### src/rtl/sr_latch_driver_if.sv
// ============================================================================
//  Module   : sr_latch_driver_if
//  Purpose  : Request, readback and latch-drive signals of sr_latch_driver.
//  Revision : 1.0 - initial release
// ============================================================================
`default_nettype none

interface sr_latch_driver_if;
  logic set_req;
  logic clr_req;
  logic q_fb;
  logic clr_mismatch;
  logic S;
  logic R;
  logic En;
  logic busy;
  logic state_exp;
  logic mismatch;

  modport master (
    input  set_req, clr_req, q_fb, clr_mismatch,
    output S, R, En, busy, state_exp, mismatch
  );

  modport slave (
    output set_req, clr_req, q_fb, clr_mismatch,
    input  S, R, En, busy, state_exp, mismatch
  );
endinterface

`default_nettype wire

### src/rtl/sr_latch_driver.sv
// ============================================================================
//  Module   : sr_latch_driver
//  Purpose  : Conditions set/clear requests and drives exclusive S/R/En pulses
//             into a gated SR latch, checking the latch readback afterwards.
//  Revision : 1.0 - initial release
// ============================================================================
`default_nettype none

module sr_latch_driver #(
  parameter int DEBOUNCE_CYCLES = 4,
  parameter int PULSE_CYCLES    = 2,
  parameter int GAP_CYCLES      = 1
) (
  input  wire logic         clk,
  input  wire logic         rst_n,
  sr_latch_driver_if.master bus
);

  localparam int c_DEB_W   = $clog2(DEBOUNCE_CYCLES + 1);
  localparam int c_SEQ_MAX = (PULSE_CYCLES > 3)
                           ? ((PULSE_CYCLES > GAP_CYCLES) ? PULSE_CYCLES : GAP_CYCLES)
                           : ((GAP_CYCLES > 3) ? GAP_CYCLES : 3);
  localparam int c_SEQ_W   = $clog2(c_SEQ_MAX);

  localparam logic [c_DEB_W-1:0] c_DEB_DONE    = c_DEB_W'(DEBOUNCE_CYCLES);
  localparam logic [c_SEQ_W-1:0] c_PULSE_LAST  = c_SEQ_W'(PULSE_CYCLES - 1);
  localparam logic [c_SEQ_W-1:0] c_SETTLE_LAST = c_SEQ_W'(2);
  localparam logic [c_SEQ_W-1:0] c_GAP_LAST    = c_SEQ_W'((GAP_CYCLES > 0) ? GAP_CYCLES - 1 : 0);

  typedef enum logic [2:0] {
    ST_IDLE      = 3'd0,
    ST_PULSE_SET = 3'd1,
    ST_PULSE_CLR = 3'd2,
    ST_SETTLE    = 3'd3,
    ST_GAP       = 3'd4
  } state_t;

  // Bit 0 = set request, bit 1 = clear request, bit 2 = latch readback.
  logic [2:0] w_async;
  logic [2:0] r_meta;
  logic [2:0] r_sync;

  assign w_async = {bus.q_fb, bus.clr_req, bus.set_req};

  always_ff @(posedge clk or negedge rst_n) begin
    if (!rst_n) begin
      r_meta <= '0;
      r_sync <= '0;
    end else begin
      r_meta <= w_async;
      r_sync <= r_meta;
    end
  end

  logic [1:0] w_rise;

  for (genvar gi = 0; gi < 2; gi++) begin : g_deb
    logic [c_DEB_W-1:0] r_cnt;
    logic               r_lvl;

    always_ff @(posedge clk or negedge rst_n) begin
      if (!rst_n) begin
        r_cnt <= '0;
        r_lvl <= 1'b0;
      end else if (r_sync[gi] == r_lvl) begin
        r_cnt <= '0;
      end else if (r_cnt == c_DEB_DONE) begin
        r_lvl <= r_sync[gi];
        r_cnt <= '0;
      end else begin
        r_cnt <= r_cnt + 1'b1;
      end
    end

    assign w_rise[gi] = r_sync[gi] & ~r_lvl & (r_cnt == c_DEB_DONE);
  end

  state_t             r_state, w_state_nxt;
  logic [c_SEQ_W-1:0] r_seq, w_seq_nxt;
  logic [1:0]         r_pend, w_pend_nxt;
  logic               r_s, r_r, r_en, r_exp, r_mis;
  logic               w_s_nxt, w_r_nxt, w_en_nxt, w_exp_nxt, w_mis_nxt;

  always_ff @(posedge clk or negedge rst_n) begin
    if (!rst_n) begin
      r_state <= ST_IDLE;
      r_seq   <= '0;
      r_pend  <= '0;
      r_s     <= 1'b0;
      r_r     <= 1'b0;
      r_en    <= 1'b0;
      r_exp   <= 1'b0;
      r_mis   <= 1'b0;
    end else begin
      r_state <= w_state_nxt;
      r_seq   <= w_seq_nxt;
      r_pend  <= w_pend_nxt;
      r_s     <= w_s_nxt;
      r_r     <= w_r_nxt;
      r_en    <= w_en_nxt;
      r_exp   <= w_exp_nxt;
      r_mis   <= w_mis_nxt;
    end
  end

  always_comb begin
    w_state_nxt = r_state;
    w_seq_nxt   = r_seq + 1'b1;
    w_pend_nxt  = r_pend | w_rise;
    w_s_nxt     = r_s;
    w_r_nxt     = r_r;
    w_en_nxt    = r_en;
    w_exp_nxt   = r_exp;
    w_mis_nxt   = r_mis & ~bus.clr_mismatch;

    case (r_state)
      ST_IDLE: begin
        w_seq_nxt = '0;
        // Clear wins a tie; the set request stays pending for the next visit.
        if (r_pend[1]) begin
          w_state_nxt   = ST_PULSE_CLR;
          w_pend_nxt[1] = w_rise[1];
          w_r_nxt       = 1'b1;
          w_en_nxt      = 1'b1;
          w_exp_nxt     = 1'b0;
        end else if (r_pend[0]) begin
          w_state_nxt   = ST_PULSE_SET;
          w_pend_nxt[0] = w_rise[0];
          w_s_nxt       = 1'b1;
          w_en_nxt      = 1'b1;
          w_exp_nxt     = 1'b1;
        end
      end
      ST_PULSE_SET, ST_PULSE_CLR: begin
        if (r_seq == c_PULSE_LAST) begin
          w_state_nxt = ST_SETTLE;
          w_seq_nxt   = '0;
          w_s_nxt     = 1'b0;
          w_r_nxt     = 1'b0;
          w_en_nxt    = 1'b0;
        end
      end
      ST_SETTLE: begin
        // Three cycles let the latch output propagate through the synchronizer.
        if (r_seq == c_SETTLE_LAST) begin
          w_seq_nxt   = '0;
          w_state_nxt = (GAP_CYCLES == 0) ? ST_IDLE : ST_GAP;
          if (r_sync[2] != r_exp) begin
            w_mis_nxt = 1'b1;
          end
        end
      end
      ST_GAP: begin
        if (r_seq == c_GAP_LAST) begin
          w_state_nxt = ST_IDLE;
          w_seq_nxt   = '0;
        end
      end
      default: begin
        w_state_nxt = ST_IDLE;
        w_seq_nxt   = '0;
        w_s_nxt     = 1'b0;
        w_r_nxt     = 1'b0;
        w_en_nxt    = 1'b0;
      end
    endcase
  end

  assign bus.S         = r_s;
  assign bus.R         = r_r;
  assign bus.En        = r_en;
  assign bus.busy      = (r_state != ST_IDLE);
  assign bus.state_exp = r_exp;
  assign bus.mismatch  = r_mis;

endmodule

`default_nettype wire

### src/flat_wrapper.sv
// flat-port wrapper written by rule: the top's interface ports become plain ports
module sr_latch_driver_flat 
#(
  parameter int DEBOUNCE_CYCLES = 4,
  parameter int PULSE_CYCLES    = 2,
  parameter int GAP_CYCLES      = 1
)
  (clk, rst_n, bus_set_req, bus_clr_req, bus_q_fb, bus_clr_mismatch, bus_S, bus_R, bus_En, bus_busy, bus_state_exp, bus_mismatch);
  sr_latch_driver_if bus_i ();
  input  wire logic clk;
  input  wire logic rst_n;
  input wire logic [$bits(bus_i.set_req)-1:0] bus_set_req;
  input wire logic [$bits(bus_i.clr_req)-1:0] bus_clr_req;
  input wire logic [$bits(bus_i.q_fb)-1:0] bus_q_fb;
  input wire logic [$bits(bus_i.clr_mismatch)-1:0] bus_clr_mismatch;
  output wire logic [$bits(bus_i.S)-1:0] bus_S;
  output wire logic [$bits(bus_i.R)-1:0] bus_R;
  output wire logic [$bits(bus_i.En)-1:0] bus_En;
  output wire logic [$bits(bus_i.busy)-1:0] bus_busy;
  output wire logic [$bits(bus_i.state_exp)-1:0] bus_state_exp;
  output wire logic [$bits(bus_i.mismatch)-1:0] bus_mismatch;
  assign bus_i.set_req = bus_set_req;
  assign bus_i.clr_req = bus_clr_req;
  assign bus_i.q_fb = bus_q_fb;
  assign bus_i.clr_mismatch = bus_clr_mismatch;
  assign bus_S = bus_i.S;
  assign bus_R = bus_i.R;
  assign bus_En = bus_i.En;
  assign bus_busy = bus_i.busy;
  assign bus_state_exp = bus_i.state_exp;
  assign bus_mismatch = bus_i.mismatch;
  sr_latch_driver #(.DEBOUNCE_CYCLES(DEBOUNCE_CYCLES), .PULSE_CYCLES(PULSE_CYCLES), .GAP_CYCLES(GAP_CYCLES)) u_core (.clk(clk), .rst_n(rst_n), .bus(bus_i));
endmodule
### config.mk
export PLATFORM = sky130hd
export DESIGN_NAME = sr_latch_driver_flat
export DESIGN_NICKNAME = d
export VERILOG_FILES = /design/src/rtl/sr_latch_driver_if.sv /design/src/rtl/sr_latch_driver.sv /design/src/flat_wrapper.sv
export SDC_FILE = /design/constraint.sdc
export NUM_CORES = 1
export LEC_CHECK = 0
export CAP_MARGIN = 0
export CORE_MARGIN = 3
export CORE_UTILIZATION = 40
export CTS_BUF_LIST = sky130_fd_sc_hd__clkbuf_4
export CTS_CLUSTER_DIAMETER = 120
export DETAILED_ROUTE_END_ITERATION = 6
export GPL_TIMING_DRIVEN = 0
export PLACE_DENSITY = 0.61
export SLEW_MARGIN = 20
export SYNTH_ARGS = -nofsm -noshare
export SYNTH_HDL_FRONTEND = slang
export SYNTH_SLANG_ARGS = --single-unit
### constraint.sdc
create_clock -name clk -period 2.3 [get_ports clk]
set_clock_uncertainty 0.05 [all_clocks]
set_input_delay 0.345 -clock clk [delete_from_list [all_inputs] [get_ports clk]]
set_output_delay 0.345 -clock clk [all_outputs]
set_load 0.02 [all_outputs]
== After elaboration in Yosys (flattened, before gate mapping) ==
Cells that the tools add are included.

* Multiplexer cells: 30
* Add/subtract/negate cells: 3
* Eq/ne operators: 18
* Bitwise operators: 12
* Reduce and logical (&&, ||, !) cells: 13

{| class="wikitable"
|+ Operators with widths
! operator !! number
|-
| $mux W3 || 9
|-
| $mux W1 || 12
|-
| $pmux W3 S4 || 1
|-
| $ne A2 B1 Y1 const B || 5
|-
| $eq A3 B3 Y1 const B || 3
|-
| $pmux W1 S3 || 3
|-
| $mux W2 || 4
|-
| $reduce_and A4 Y1 || 2
|-
| $add A3 B1 Y3 const B || 2
|-
| $eq A3 B2 Y1 const B || 2
|-
| $not A1 Y1 || 6
|-
| $pmux W2 S3 || 1
|-
| $reduce_and A2 Y1 || 3
|-
| $reduce_and A3 Y1 || 2
|-
| $and A1 B1 Y1 || 5
|-
| $reduce_or A2 Y1 || 2
|-
| $eq A3 B1 Y1 const B || 1
|-
| $logic_not A3 Y1 || 1
|-
| $ne A3 B1 Y1 const B || 1
|-
| $reduce_bool A3 Y1 || 1
|-
| $add A2 B1 Y2 const B || 1
|-
| $eq A1 B1 Y1 || 2
|-
| $eq A2 B1 Y1 const B || 1
|-
| $eq A2 B2 Y1 const B || 1
|-
| 5 further kinds || 5
|}

* Register bits after elaboration: 26
* Output and inout bits: 6

== Longest topological paths before layout ==
Gate-level depths: netlist (run 1).

* Word-level depth: 7
* Mapped depth: 5

== Worst setup path after synthesis (run 1) ==
Ideal clock, no wire load.

* Path type: flip-flop to flip-flop
* Start point: register u_core.r_seq[0]
* End point: register u_core.r_seq[1]
* Library setup time: 74 ps
* Arrival time: 1,184 ps
* Path slack: 992 ps
* Cell stages (with the launch flop): 6
* Required time: 2,176 ps
* Cells stage by stage: dfrtp_1 inv_1 ha_1 mux2i_1 mux2_2 o21ai_2

* Cells in the longest elaborated chain, start to end: 3

{| class="wikitable"
|+ Ends and longest elaborated chain
! what !! RTL line !! text
|-
| start, declared || sr_latch_driver.sv:79 || <nowiki>logic [c_SEQ_W-1:0] r_seq, w_seq_nxt;</nowiki>
|-
| start signal, assigned || sr_latch_driver.sv:96 || <nowiki>r_seq <= w_seq_nxt;</nowiki>
|-
| $add A2 B1 Y2 (tied with other cells) || sr_latch_driver.sv:108 || <nowiki>w_seq_nxt = r_seq + 1'b1;</nowiki>
|-
| $mux W2, on equally long branches || sr_latch_driver.sv:154, sr_latch_driver.sv:135, sr_latch_driver.sv:145 ||
|-
| $pmux W2 S3 (*) || sr_latch_driver.sv:116 || <nowiki>case (r_state)</nowiki>
|-
| named net u_core.w_seq_nxt[1] || sr_latch_driver.sv:79 ||
|}

The timed path passes the listed nets; every way through them passes the cells marked *.
A chain may end at the register's enable or synchronous reset.

== Worst setup path in the final report (run 1) ==
* Start point: register u_core.r_state[0]
* End point: output port bus_busy

* Cells in the longest elaborated chain, start to end: 1

{| class="wikitable"
|+ Ends and longest elaborated chain
! what !! RTL line !! text
|-
| start, declared || sr_latch_driver.sv:78 || <nowiki>state_t r_state, w_state_nxt;</nowiki>
|-
| start signal, assigned || sr_latch_driver.sv:95 || <nowiki>r_state <= w_state_nxt;</nowiki>
|-
| $reduce_bool A3 Y1 || sr_latch_driver.sv:172 || <nowiki>assign bus.busy = (r_state != ST_IDLE);</nowiki>
|-
| end, declared || flat_wrapper.sv:19 || <nowiki>output wire logic [$bits(bus_i.busy)-1:0] bus_busy;</nowiki>
|}

Every way passes these cells.

==> metrics, run 1 <==
outcome=finished, final reports clean; CP required=1.90 ns; minimum clock period=2.14 ns; CTS Sinks=26; # DRC=0; die area=0.00379 mm2; Post-DP HPWL=1470 um; Cell Rows=19; placed cell count=150; final setup fails=0; TritonCTS Buffers=3; Clock Latency Late Sink=0.32 ns; min-delay src=u_core.r_meta[0]$_DFF_PN0_; kind of cell adding the most delay to the critical path=buffers and inverters; via count=799; Post-synth top flop=dfrtp_1; syn nets=125; Maximum Capacitance Violations=0; CP Data Arrival Time=1.74 ns; Max Fanout on Critical Path=10; Max-slew headroom=0.610; Max Clk Rate=468 MHz; async set-reset flop share out of synthesis=1.00; Cell variety after synth=35; Pwr Density=1180 mW/mm2; area delta synth->final=16.7%; Synth Instances=108; Slowest-stage cell, CP=clkdlybuf4s50_1; wirelength, routed=2090 um; crit path buf inv count=3; final setup TNS=0 ns; Overflow after GRT=0; yosys warns=0; Slew Viols, Final=0; Leakage=0.000664 uW; NumNets Final=142; post-synth top area cell=dfrtp_1; vias in the first global route=820; DR vias/cell=5.15; DR iter-0 viols=15; WHS=0.316 ns; clock-pin slew on the worst setup and hold paths=0.14 ns; Root Buffer=clkbuf_4; Post-DRT Antenna Nets=0; GRT Total Usage=0.132; CTS tree=done; Startpoint Class=register; ant diodes=0; Avg Inst Size Synth=11.4 um2; starting density of the core=0.433; clock buffer depth=2; H-tree levels=1; drt wl/cell=13.5 um; Worst VDD drop=0.414 mV; Tcrit/Tclk final=0.928; initial antenna violation count=0; largest net degree at the start of global routing=27; Largest stage delay, worst path=0.54 ns; layout cells sized above 1=0.129; Post-Syn Area=0.00124 mm2; Die Y=61.6 um; area share of the largest cell type after synthesis=0.526; core area=0.00285 mm2; Non-Filler Instances=155; Hold Crit Class=register to register; final RePlAce weighted congestion=0.808; synth top area cells=dfrtp_1 53%, ha_1 11%, inv_1 3.6%; critical path cell sequence=buf_6 -> nor3_4 -> inv_1 -> clkdlybuf4s50_1; first-pass GRT wire length=3700 um; port buffer count=11; Synth Register Bits=26; die width=61.6 um; First-pass DRT Iterations=4; CP Capture Type=output port; Tot Pwr=1700 uW; EDFF count, synth=0; I/O pin count=12; RSZ-0062 raised after global routing=no; RR Startpoint=u_core.r_seq[1]$_DFF_PN0_; register area share after synthesis=0.526; final hold violations=0; Critical path origin=u_core.r_state[0]$_DFFE_PN0P_; Least-Margin Pin Slew=0.584 ns; CP Class=register to output port
per-stage QoR:
stage | worst slack [ns] | utilization | area, um2
floorplan | 0.992 | - | 1240
detailed placement | 0.533 | 0.484 | 1380
CTS | 0.141 | 0.506 | 1440
global placement | 0.485 | 0.486 | 1390
finish | 0.165 | 0.506 | 1440
global route | 0.0398 | 0.506 | 1440
layer usage:
| layer | GRT usage | vias up | wire length [um] | share of wire |
|---|---|---|---|---|
| met5 | 0 | - | 0 | 0 |
| met4 | 0.0636 | 0 | 16 | 0.0077 |
| met3 | 0.0273 | 2 | 63 | 0.030 |
| met2 | 0.205 | 8 | 950 | 0.45 |
| met1 | 0.175 | 382 | 1060 | 0.51 |
| li1 | - | 407 | - | - |
synth_stat cells (2+ instances only):
library cell  number
a221oi_1           2
dfrtp_1           26
mux2i_1            2
a22o_1             3
mux2_2             3
o21bai_1           2
a211oi_1           2
a21oi_1            6
inv_1             12
and2_1             2
and2b_2            2
ha_1              11
nand2_1            5
nor2_1             7
o21ai_0            2
nand3_1            2
sequential cells by signal, summed over array words and instances, names as in the netlist:
| signal | cells |
|---|---|
| u_core.r_meta | 3 |
| u_core.r_pend | 2 |
| u_core.r_sync | 3 |
| u_core.g_deb.r_lvl | 2 |
| u_core.bus.R | 1 |
| u_core.bus.En | 1 |
| u_core.bus.mismatch | 1 |
| u_core.bus.state_exp | 1 |
| u_core.g_deb.r_cnt | 6 |
| u_core.r_seq | 2 |
| u_core.r_state | 3 |
| u_core.bus.S | 1 |
final cells by class:
class                   count  area, um2
fillers                   263       1410
flip-flops and latches     26        651
multi-input cells          67        517
repair buffers             12        115
inverters                  12       45.0
well taps                  31       38.8
clock inverters             1       30.0
plain buffers               3       23.8
clock buffers               3       22.5
worst paths after layout:
| check | slack (ns) | endpoint | cells after the start |
|---|---|---|---|
| max | 0.16 | bus_busy | 4 |
| min | 0.32 | u_core.r_sync[0]$_DFF_PN0_ | 0 |
| max reg2reg | 0.85 | u_core.r_seq[0]$_DFF_PN0_ | 5 |
| min reg2reg | 0.32 | u_core.r_sync[0]$_DFF_PN0_ | 0 |
| max in group asynchronous | 1.33 | u_core.bus.R$_DFFE_PN0P_ | 2 |
| min in group asynchronous | 0.49 | u_core.r_seq[0]$_DFF_PN0_ | 2 |
power by group:
group	switching (uW)	internal (uW)
Clock	140	176
Sequential	103	582
Combinational	374	322
Total	616	1080
cell usage in the layout (no fill, tap or decap), types with 3 or more instances in the layout:
| cell | netlist | final |
|---|---|---|
| clkbuf_4 | 0 | 3 |
| nor2_1 | 7 | 7 |
| clkdlybuf4s50_1 | 0 | 10 |
| mux2_2 | 3 | 3 |
| a22o_1 | 3 | 3 |
| a21oi_1 | 6 | 6 |
| ha_1 | 11 | 11 |
| nand2_1 | 5 | 5 |
| inv_1 | 12 | 12 |
| dfrtp_1 | 26 | 26 |
cells by family after synthesis:
family / Yosys count / share of synthesized area
adder cells (fa/ha/maj): 11 / 0.111
buffers and inverters: 15 / 0.0557
AND/OR/NAND/NOR: 26 / 0.121
multiplexers: 5 / 0.0435
AO/OA/AOI/OAI: 24 / 0.135
flip-flops: 26 / 0.526
XOR/XNOR: 1 / 0.00709
what timing repair did:
action                    4_1_cts  5_1_grt
buffers inserted                0        0
hold endpoints to repair       26        0
hold buffers                    1        0
gates resized for setup         0        0
No activity file was read; power rests on OpenSTA's default activity.
==> run 2: changes to the inputs <==
--- a/config.mk
+++ b/config.mk
@@ -11,7 +11,7 @@
 export CTS_BUF_LIST = sky130_fd_sc_hd__clkbuf_4
 export CTS_CLUSTER_DIAMETER = 120
 export DETAILED_ROUTE_END_ITERATION = 6
-export GPL_TIMING_DRIVEN = 0
+export GPL_TIMING_DRIVEN = 1
 export PLACE_DENSITY = 0.61
 export SLEW_MARGIN = 20
 export SYNTH_ARGS = -nofsm -noshare
==> metrics, run 2 (same netlist as run 1, synthesis figures left out) <==
commonest non-fill, non-tap cell in the layout=dfrtp_1; wirelength, routed=1860 um (-11%); Pwr Density=1090 mW/mm2 (-7.4%); initial antenna violation count=0 (unchanged); Die Y=61.6 um (unchanged); first-pass GRT wire length=3190 um (-14%); Cell Rows=19 (unchanged); max reg flops=6 (unchanged); starting density of the core=0.433 (unchanged); Max Clk Rate=474 MHz (+1.3%); First-pass DRT Iterations=4 (unchanged); NumNets Final=139 (-2.1%); die area=0.00379 mm2 (unchanged); clock buffer depth=2 (unchanged); drt wl/cell=12.2 um (-9.3%); CP Capture Type=output port; Root Buffer=clkbuf_4; CTS tree=done; Clock Latency Late Sink=0.32 ns (about the same); Maximum Capacitance Violations=0 (unchanged); Biggest register=u_core.g_deb.r_cnt; Least-Margin Pin Slew=0.376 ns (-0.208 ns); H-tree levels=1 (unchanged); minimum clock period=2.11 ns (-0.0265 ns); # resized after CTS=0 (unchanged); die width=61.6 um (unchanged); top routing layer used=met4; Overflow after GRT=0 (unchanged); CTS Sinks=26 (unchanged); CP Data Arrival Time=1.71 ns (-0.03 ns); port buffer count=11 (unchanged); Startpoint Class=register; Max Fanout on Critical Path=13 (+3); final hold violations=0 (unchanged); DR vias/cell=5.18 (+0.44%); I/O pin count=12 (unchanged); Post-DRT Antenna Nets=0 (unchanged); clock-pin slew on the worst setup and hold paths=0.13 ns (about the same); ant diodes=0 (unchanged); area delta synth->final=13.1%; met2 WL=841 um (-11%); TritonCTS Buffers=3 (unchanged); # fillers=257 (-2.3%); final RePlAce weighted congestion=0.764 (-5.5%); Hold Crit Class=register to register; # DRC=0 (unchanged); outcome=finished, final reports clean; RSZ-0062 raised after global routing=no; routed length on met1=901 um (-15%); final setup TNS=0 ns (unchanged); via count=787 (-1.5%); Max-slew headroom=0.748 (+0.138); CP required=1.90 ns (about the same); vias in the first global route=726 (-11%); Tot Pwr=1520 uW (-10%); most frequent cells in the layout=24 x dfrtp_1, 12 x inv_1, 11 x ha_1, 11 x clkdlybuf4s50_1, 7 x nor2_1; Worst VDD drop=0.401 mV (-3.1%); Leakage=0.000635 uW (-4.4%); DR iter-0 viols=20 (+5); final setup fails=0 (unchanged); met3 wire len=74 um (+17%); layout cells sized above 1=0.116 (-0.0133); Setup Fix Bufs, Post-CTS=0 (unchanged); GRT Total Usage=0.117 (-0.0151); Tcrit/Tclk final=0.917 (-0.0115); Slew Viols, Final=0 (unchanged); core area=0.00285 mm2 (unchanged); Post-DP HPWL=1410 um (-4.2%); hold_buf cts=0 (-1); largest net degree at the start of global routing=27 (unchanged); CP Class=register to output port
## run 2: cell count changes in the layout (fill, tap and decap cells not counted)
cell,before,now
clkdlybuf4s50_1,10,11
clkinv_1,0,1
dfrtp_1,26,24
buf_2,2,0
buf_6,1,0
dfrtp_2,0,2
bufinv_16,1,0
dlygate4sd3_1,1,0
## run 2: worst paths after layout
| path | cells after the start | startpoint | slack (ns) | end |
|---|---|---|---|---|
| worst max-delay path | 3 | u_core.r_state[2]$_DFFE_PN0P_ | 0.19 | bus_busy |
| worst min-delay path | 0 | u_core.r_meta[0]$_DFF_PN0_ | 0.31 | u_core.r_sync[0]$_DFF_PN0_ |
| worst max register to register | 5 | u_core.r_seq[0]$_DFF_PN0_ | 0.86 | u_core.r_seq[1]$_DFF_PN0_ |
| worst min register to register | 0 | u_core.r_meta[0]$_DFF_PN0_ | 0.31 | u_core.r_sync[0]$_DFF_PN0_ |
| max in group asynchronous | 2 | rst_n | 1.62 | u_core.r_state[2]$_DFFE_PN0P_ |
| min in group asynchronous | 2 | rst_n | 0.32 | u_core.r_seq[0]$_DFF_PN0_ |
## run 2: power breakdown
group	internal, uW	leakage (uW)	total [uW]	switching (uW)
logic	295	0.000292	591	296
clock network	63.6	0.0000154	190	127
registers	585	0.000328	741	156
total	943	0.000635	1520	579
## run 2: critical path, cell delays in order, from the launching register on
cell and delay [ns]:
dfrtp_2 0.53, nor3_4 0.24, inv_1 0.09, clkdlybuf4s50_1 0.54
## run 2: layout make-up
| cell class | instances | area [um2] | share of cell area |
|---|---|---|---|
| multi-input combinational | 67 | 517 | 0.370 |
| sequential | 26 | 653 | 0.467 |
| tap | 31 | 38.8 | 0.0278 |
| inverter | 12 | 45.0 | 0.0322 |
| clock inverter | 1 | 3.75 | 0.00269 |
| timing repair buffer | 12 | 118 | 0.0842 |
| clock buffer | 3 | 22.5 | 0.0161 |
## run 2: routing by layer
metal	up-vias	track usage
li1	402	-
met1	369	0.157
met2	12	0.170
met3	4	0.0189
met4	0	0.0818
met5	-	0
## run 2: metrics by stage
stage	cells	hold WS, ns	area, um2	utilization	setup slack [ns]
after floorplan	108	-0.000591	1240	-	0.992
after global placement	148	0.283	1370	0.480	0.486
after detailed placement	148	0.287	1370	0.480	0.469
after CTS	152	0.317	1400	0.489	0.0827
after global routing	152	0.326	1400	0.490	0.0719
final	152	0.314	1400	0.490	0.191
